==> config.mk <==
export PLATFORM = sky130hd
export DESIGN_NAME = tachyon_schematic_decoder_flat
export DESIGN_NICKNAME = d
export VERILOG_FILES = /design/src/rtl/tachyon_schematic_decoder_pkg.sv /design/src/rtl/tachyon_schematic_decoder_if.sv /design/src/rtl/tachyon_schematic_decoder_char_classify.sv /design/src/rtl/tachyon_schematic_decoder.sv /design/src/flat_wrapper.sv
export SDC_FILE = /design/constraint.sdc
export NUM_CORES = 1
export LEC_CHECK = 0
export CAP_MARGIN = 5
export CORE_MARGIN = 1
export CORE_UTILIZATION = 42
export DETAILED_ROUTE_END_ITERATION = 6
export GPL_ROUTABILITY_DRIVEN = 0
export PLACE_DENSITY_LB_ADDON = 0.08
export SLEW_MARGIN = 15
export SYNTH_ARGS = -nofsm -noshare
export SYNTH_HDL_FRONTEND = slang
export SYNTH_SLANG_ARGS = --single-unit
export TNS_END_PERCENT = 100
==> constraint.sdc <==
create_clock -name clk -period 2.4 [get_ports clk]
set_clock_uncertainty 0.2 [all_clocks]
set_input_delay 0.48 -clock clk [delete_from_list [all_inputs] [get_ports clk]]
set_output_delay 0.48 -clock clk [all_outputs]
set_load 0.05 [all_outputs]
==> src/rtl/tachyon_schematic_decoder_pkg.sv <==
// tachyon_pkg: shared constants for the tachyon manifold front end.
//   - ASCII codes of the schematic alphabet
//   - FSM state encoding (legacy-compatible localparam constants)
//   - byte class enum produced by tachyon_char_classify
//   - geometry helpers derived from the manifold width
package tachyon_pkg;

    localparam logic [7:0] CHAR_DOT   = 8'h2E;
    localparam logic [7:0] CHAR_PIPE  = 8'h7C;
    localparam logic [7:0] CHAR_S     = 8'h53;
    localparam logic [7:0] CHAR_CARET = 8'h5E;
    localparam logic [7:0] CHAR_LF    = 8'h0A;
    localparam logic [7:0] CHAR_CR    = 8'h0D;

    localparam logic [1:0] ST_RUN   = 2'd0;
    localparam logic [1:0] ST_DONE  = 2'd1;
    localparam logic [1:0] ST_ERROR = 2'd2;

    typedef enum logic [2:0] {
        CLS_EMPTY,
        CLS_ENTER,
        CLS_SPLIT,
        CLS_LF,
        CLS_CR,
        CLS_ILLEGAL
    } char_class_t;

    // Active and empty lines alternate, so a frame has width+1 lines.
    function automatic int line_count(input int width);
        return width + 1;
    endfunction

    // 'S' must sit in the centre column.
    function automatic int start_col(input int width);
        return (width - 1) / 2;
    endfunction

endpackage

==> src/rtl/tachyon_schematic_decoder_if.sv <==
// Byte-stream handshake into the schematic decoder.
//   rx_data  : ASCII byte (master -> slave)
//   rx_valid : rx_data is valid (master -> slave)
//   rx_ready : slave accepts a byte; transfer on rx_valid & rx_ready
interface tachyon_schematic_decoder_if;
    logic [7:0] rx_data;
    logic       rx_valid;
    logic       rx_ready;

    modport master (output rx_data, output rx_valid, input rx_ready);
    modport slave  (input rx_data, input rx_valid, output rx_ready);
endinterface

==> src/rtl/tachyon_schematic_decoder_char_classify.sv <==
// tachyon_char_classify: combinational byte-to-class decode.
//   byte_in : raw ASCII byte
//   cls     : empty ('.'/'|'), enter ('S'), splitter ('^'), lf, cr or illegal
// Position rules are not applied here so the decode can be shared.
module tachyon_char_classify
    import tachyon_pkg::*;
(
    input  logic [7:0]  byte_in,
    output char_class_t cls
);
    always_comb begin
        cls = CLS_ILLEGAL;
        unique case (byte_in)
            CHAR_DOT,
            CHAR_PIPE:  cls = CLS_EMPTY;
            CHAR_S:     cls = CLS_ENTER;
            CHAR_CARET: cls = CLS_SPLIT;
            CHAR_LF:    cls = CLS_LF;
            CHAR_CR:    cls = CLS_CR;
            default:    cls = CLS_ILLEGAL;
        endcase
    end
endmodule

==> src/rtl/tachyon_schematic_decoder.sv <==
// tachyon_schematic_decoder: validates the ASCII schematic stream and emits
// one-hot character strobes for the manifold simulator.
//   clk, reset_n       : clock, async active-low reset
//   restart            : sync pulse, starts a new frame (wins over a byte)
//   rx                 : byte handshake (slave side)
//   beam_*             : registered one-hot strobes, qualified by beam_in_valid
//   frame_done         : pulse alongside the final LF of the frame
//   err_bad_char/width : sticky error flags, cleared by reset or restart
module tachyon_schematic_decoder
    import tachyon_pkg::*;
#(
    parameter int TACHYON_MANIFOLD_WIDTH = 3
) (
    input  logic clk,
    input  logic reset_n,
    input  logic restart,
    tachyon_schematic_decoder_if.slave rx,
    output logic beam_empty,
    output logic beam_enter,
    output logic beam_splitter,
    output logic beam_line_feed,
    output logic beam_in_valid,
    output logic frame_done,
    output logic err_bad_char,
    output logic err_width
);
    localparam int LINE_COUNT = line_count(TACHYON_MANIFOLD_WIDTH);
    localparam int START_COL  = start_col(TACHYON_MANIFOLD_WIDTH);
    localparam int CW         = $clog2(TACHYON_MANIFOLD_WIDTH + 1);
    localparam int LW         = $clog2(LINE_COUNT);

    localparam logic [CW-1:0] COL_MAX   = CW'(TACHYON_MANIFOLD_WIDTH);
    localparam logic [CW-1:0] COL_START = CW'(START_COL);
    localparam logic [LW-1:0] LINE_LAST = LW'(LINE_COUNT - 1);
    localparam logic [LW-1:0] LINE_TWO  = LW'(2);

    logic [1:0]    state;
    logic [CW-1:0] col;
    logic [LW-1:0] line;
    logic          s_seen;

    char_class_t cls;
    logic accept;
    logic e_width, e_bad;
    logic em_empty, em_enter, em_split, em_lf;

    tachyon_char_classify u_classify (
        .byte_in (rx.rx_data),
        .cls     (cls)
    );

    // rx_ready is only ever high in RUN, so no separate state qualifier.
    assign accept = rx.rx_valid & rx.rx_ready & ~restart;

    always_comb begin
        e_width  = 1'b0;
        e_bad    = 1'b0;
        em_empty = 1'b0;
        em_enter = 1'b0;
        em_split = 1'b0;
        em_lf    = 1'b0;
        if (accept) begin
            unique case (cls)
                CLS_EMPTY, CLS_ENTER, CLS_SPLIT: begin
                    // Width check first: it has priority over character legality.
                    if (col == COL_MAX)
                        e_width = 1'b1;
                    else if (cls == CLS_EMPTY)
                        em_empty = 1'b1;
                    else if (cls == CLS_ENTER && line == '0 && col == COL_START && !s_seen)
                        em_enter = 1'b1;
                    else if (cls == CLS_SPLIT && !line[0] && line >= LINE_TWO)
                        em_split = 1'b1;
                    else
                        e_bad = 1'b1;
                end
                CLS_LF: begin
                    if (col != COL_MAX)
                        e_width = 1'b1;
                    else if (line == '0 && !s_seen)
                        e_bad = 1'b1;
                    else
                        em_lf = 1'b1;
                end
                CLS_CR:  ;
                default: e_bad = 1'b1;
            endcase
        end
    end

    always_ff @(posedge clk or negedge reset_n) begin
        if (!reset_n) begin
            state          <= ST_RUN;
            col            <= '0;
            line           <= '0;
            s_seen         <= 1'b0;
            rx.rx_ready    <= 1'b0;
            beam_empty     <= 1'b0;
            beam_enter     <= 1'b0;
            beam_splitter  <= 1'b0;
            beam_line_feed <= 1'b0;
            beam_in_valid  <= 1'b0;
            frame_done     <= 1'b0;
            err_bad_char   <= 1'b0;
            err_width      <= 1'b0;
        end else begin
            // Emit flags are already zero on restart (accept is gated).
            beam_empty     <= em_empty;
            beam_enter     <= em_enter;
            beam_splitter  <= em_split;
            beam_line_feed <= em_lf;
            beam_in_valid  <= em_empty | em_enter | em_split | em_lf;
            frame_done     <= em_lf && (line == LINE_LAST);
            rx.rx_ready    <= (state == ST_RUN);

            if (restart) begin
                state        <= ST_RUN;
                col          <= '0;
                line         <= '0;
                s_seen       <= 1'b0;
                err_bad_char <= 1'b0;
                err_width    <= 1'b0;
                rx.rx_ready  <= 1'b1;
            end else if (e_width || e_bad) begin
                state        <= ST_ERROR;
                err_width    <= err_width | e_width;
                err_bad_char <= err_bad_char | e_bad;
                rx.rx_ready  <= 1'b0;
            end else if (em_empty || em_enter || em_split) begin
                // col < COL_MAX here, so the increment cannot wrap.
                col <= col + CW'(1);
                if (em_enter)
                    s_seen <= 1'b1;
            end else if (em_lf) begin
                col <= '0;
                if (line == LINE_LAST) begin
                    state       <= ST_DONE;
                    rx.rx_ready <= 1'b0;
                end else begin
                    line <= line + LW'(1);
                end
            end
        end
    end
endmodule

==> src/flat_wrapper.sv <==
// flat-port wrapper written by rule: the top's interface ports become plain ports
module tachyon_schematic_decoder_flat import tachyon_pkg::*;
#(
    parameter int TACHYON_MANIFOLD_WIDTH = 3
)
  (clk, reset_n, restart, beam_empty, beam_enter, beam_splitter, beam_line_feed, beam_in_valid, frame_done, err_bad_char, err_width, rx_rx_data, rx_rx_valid, rx_rx_ready);
  tachyon_schematic_decoder_if rx_i ();
  input  logic clk;
  input  logic reset_n;
  input  logic restart;
  output logic beam_empty;
  output logic beam_enter;
  output logic beam_splitter;
  output logic beam_line_feed;
  output logic beam_in_valid;
  output logic frame_done;
  output logic err_bad_char;
  output logic err_width;
  input wire logic [$bits(rx_i.rx_data)-1:0] rx_rx_data;
  input wire logic [$bits(rx_i.rx_valid)-1:0] rx_rx_valid;
  output wire logic [$bits(rx_i.rx_ready)-1:0] rx_rx_ready;
  assign rx_i.rx_data = rx_rx_data;
  assign rx_i.rx_valid = rx_rx_valid;
  assign rx_rx_ready = rx_i.rx_ready;
  tachyon_schematic_decoder #(.TACHYON_MANIFOLD_WIDTH(TACHYON_MANIFOLD_WIDTH)) u_core (.clk(clk), .reset_n(reset_n), .restart(restart), .rx(rx_i), .beam_empty(beam_empty), .beam_enter(beam_enter), .beam_splitter(beam_splitter), .beam_line_feed(beam_line_feed), .beam_in_valid(beam_in_valid), .frame_done(frame_done), .err_bad_char(err_bad_char), .err_width(err_width));
endmodule
==> metrics.csv <==
stage;metric;value;unit
logic_synthesis;Synth cell types;40;
global_route;vias in the first global route;839;
cts;CTS tree;yes;
worst_setup_path;critical path launch point type;input port;
timing;final hold violation count;0;
route;initial drt markers;15;
route;vias;851;
logic_synthesis;post-synthesis cell area;961;um2
cells_and_area;proportion of layout cells with a drive suffix above 1;25.0;%
global_route;first-pass GRT wire length;3750;um
global_route;Congestion Overflow GR;0;
die;initial core utilization;46.6;%
pwr;Cell Pwr Density;398;mW/mm2
timing;Slew @ Worst Pin;503;ps
pwr;VDD IR max;366;uV
route;drt wl/cell;13.4;um
timing;Final period util;95.9;%
worst_setup_path;Crit path required time;2410;ps
timing;max-slew violation count;0;
timing;worst setup margin;98.3;ps
logic_synthesis;number of synthesized flops with an enable pin;0;
logic_synthesis;syn_nets;108;
route;Via density;5.35;
worst_setup_path;CP Data Arrival Time;2310;ps
cts;hold-fix buffers at CTS;0;
die;I/O pin count;21;
cells_and_area;most common cell after layout, fill and taps aside;clkdlybuf4s50_1;
timing;fin crit period;2300;ps
pwr;final total power;0.549;mW
flow_run;max_cap viols;0;
die;Chip Width;49.8;um
logic_synthesis;Post-synth ARST share;100;%
route;DR pass1 iterations;4;
route;drt total wl;2130;um
logic_synthesis;Main synth FF type;dfrtp_1;
cts;clock buffer depth;2;
die;die area;0.00248;mm2
worst_setup_path;WS Path Type;input port to flip-flop;
logic_synthesis;Avg Synthesized Cell Area;10.6;um2
die;chip height;49.8;um
run_status;outcome;completed;
cells_and_area;Antenna diodes;0;
global_route;initial antenna violation count;0;
logic_synthesis;Mapped Cells;91;
cts;Clock Sinks;16;
worst_setup_path;crit-path max FO;4;
worst_hold_path;min-delay worst type;input port to asynchronous set/reset pin;
timing;RSZ-0062 raised after global routing;no;
place;worst slack at placement;-251;ps
timing;slew margin rel.;66.3;%
timing;Hold Slack;301;ps
cts;Clock Pin Slew Worst Setup and Hold Paths;100;ps
route;post-route ant nets;0;
place;# placed instances;155;
cts;clk_lat worst skew;290;ps
global_route;largest net degree at the start of global routing;17;
place;Port Buffers;20;
cells_and_area;post-route insts no fill;159;
place;Placement Cell Area;0.00133;mm2
cells_and_area;Layout Area Growth over Synthesis;43.5;%
worst_setup_path;FF-to-FF path depth;6;
die;core area;0.00206;mm2
logic_synthesis;sequential fraction of the synthesis area;41.7;%
worst_setup_path;kind of end point of the critical path;flip-flop;
timing;endpoints failing setup;0;
logic_synthesis;Warnings, synthesis;0;
cts;CTS buffer count;3;
cells_and_area;nets;150;
global_route;Tot GR Track Use;20.2;%
cells_and_area;Final Cell Area;0.00138;mm2
route;DRC errors left;0;
timing;fmax;0.434;GHz
cells_and_area;most frequent cells in the layout;clkdlybuf4s50_1, buf_4, dfrtp_1;
cts;CTS HTree Levels;1;
logic_synthesis;Yosys reg bits;16;
cts;clock root buffer master;clkbuf_4;
pwr;leakage power;0.634;nW
place;Final HPWL DP;1680;um
die;Core Rows;16;
-- worst max-delay path, stage by stage --
cell             delay [ps]
clkdlybuf4s50_1         500
or3b_4                  450
nor4_4                  320
o41ai_2                 150
nor3_2                  220
nor3b_2                 180
-- layout make-up --
type | count | area (um2)
clock buffers | 4 | 36.3
fillers | 163 | 683
inverters | 4 | 15.0
multi-input cells | 70 | 558
flip-flops and latches | 16 | 400
well taps | 27 | 33.8
repair buffers | 38 | 335
-- where the power goes --
group / leakage, nW / total, mW / switching (mW) / internal (mW)
clock network: 0.0210 / 0.177 / 0.0846 / 0.0923
registers: 0.218 / 0.277 / 0.00331 / 0.274
logic: 0.396 / 0.0948 / 0.0473 / 0.0475
-- metrics by stage --
stage | setup TNS, ps | utilization, %
final | 0 | 66.9
after global routing | 0 | 66.9
after CTS | 0 | 66.1
after detailed placement | -1280 | 64.3
after global placement | -815 | 64.3
after floorplan | 0 | -
-- cells in the mapped netlist, types with 2 or more instances --
cell type / count / area [um2]
dfrtp_1: 16 / 400
nor2_1: 10 / 37.5
ha_1: 5 / 62.6
nand2_1: 5 / 18.8
inv_1: 4 / 15.0
nor3b_1: 4 / 30.0
and3b_1: 3 / 26.3
nand2b_1: 3 / 18.8
nor3_1: 3 / 15.0
o211ai_1: 3 / 22.5
and2_1: 2 / 12.5
and4b_1: 2 / 20.0
and4bb_2: 2 / 25.0
nand3b_1: 2 / 15.0
o31ai_1: 2 / 15.0
-- final timing paths --
kind / slack (ps) / end / from
worst max-delay path: 100 / u_core.state[0] / rx_rx_data[5]
worst min-delay path: 300 / u_core.col[1] / reset_n
worst max register to register: 240 / u_core.rx.rx_ready / u_core.col[0]
worst min register to register: 300 / u_core.s_seen / u_core.s_seen
max in group asynchronous: 1510 / u_core.frame_done / reset_n
min in group clk: 300 / u_core.s_seen / u_core.s_seen
-- metal layers --
metal	global-route usage (%)	part of all wire (%)	vias to the layer above
met4	8.57	0.47	0
met1	27.5	50	409
met3	1.85	2.6	2
met5	0	0	-
met2	32.4	47	13
li1	-	-	427
-- cells by family (layout without fill, tap and decap cells) --
logic type | after synthesis | count (layout) | share of synthesized area, %
AO/OA/AOI/OAI | 15 | 15 | 12.1
adder cells (fa/ha/maj) | 5 | 5 | 6.51
buffers and inverters | 5 | 46 | 1.95
flip-flops | 16 | 16 | 41.7
multiplexers | 2 | 2 | 2.73
AND/OR/NAND/NOR | 48 | 48 | 35.0
-- sequential cells by signal, indices dropped and copies added (netlist names) --
name / cells
u_core.col: 2
u_core.beam_line_feed: 1
u_core.state: 2
u_core.frame_done: 1
u_core.line: 2
u_core.beam_in_valid: 1
u_core.beam_splitter: 1
u_core.s_seen: 1
u_core.beam_enter: 1
u_core.beam_empty: 1
u_core.rx.rx_ready: 1
u_core.err_bad_char: 1
u_core.err_width: 1
-- timing repair --
action,4_1_cts,5_1_grt
endpoints found under the setup margin,0,3
gates resized for setup,0,2
setup buffers,0,0
Note: power is estimated with default switching activity, not from simulation.
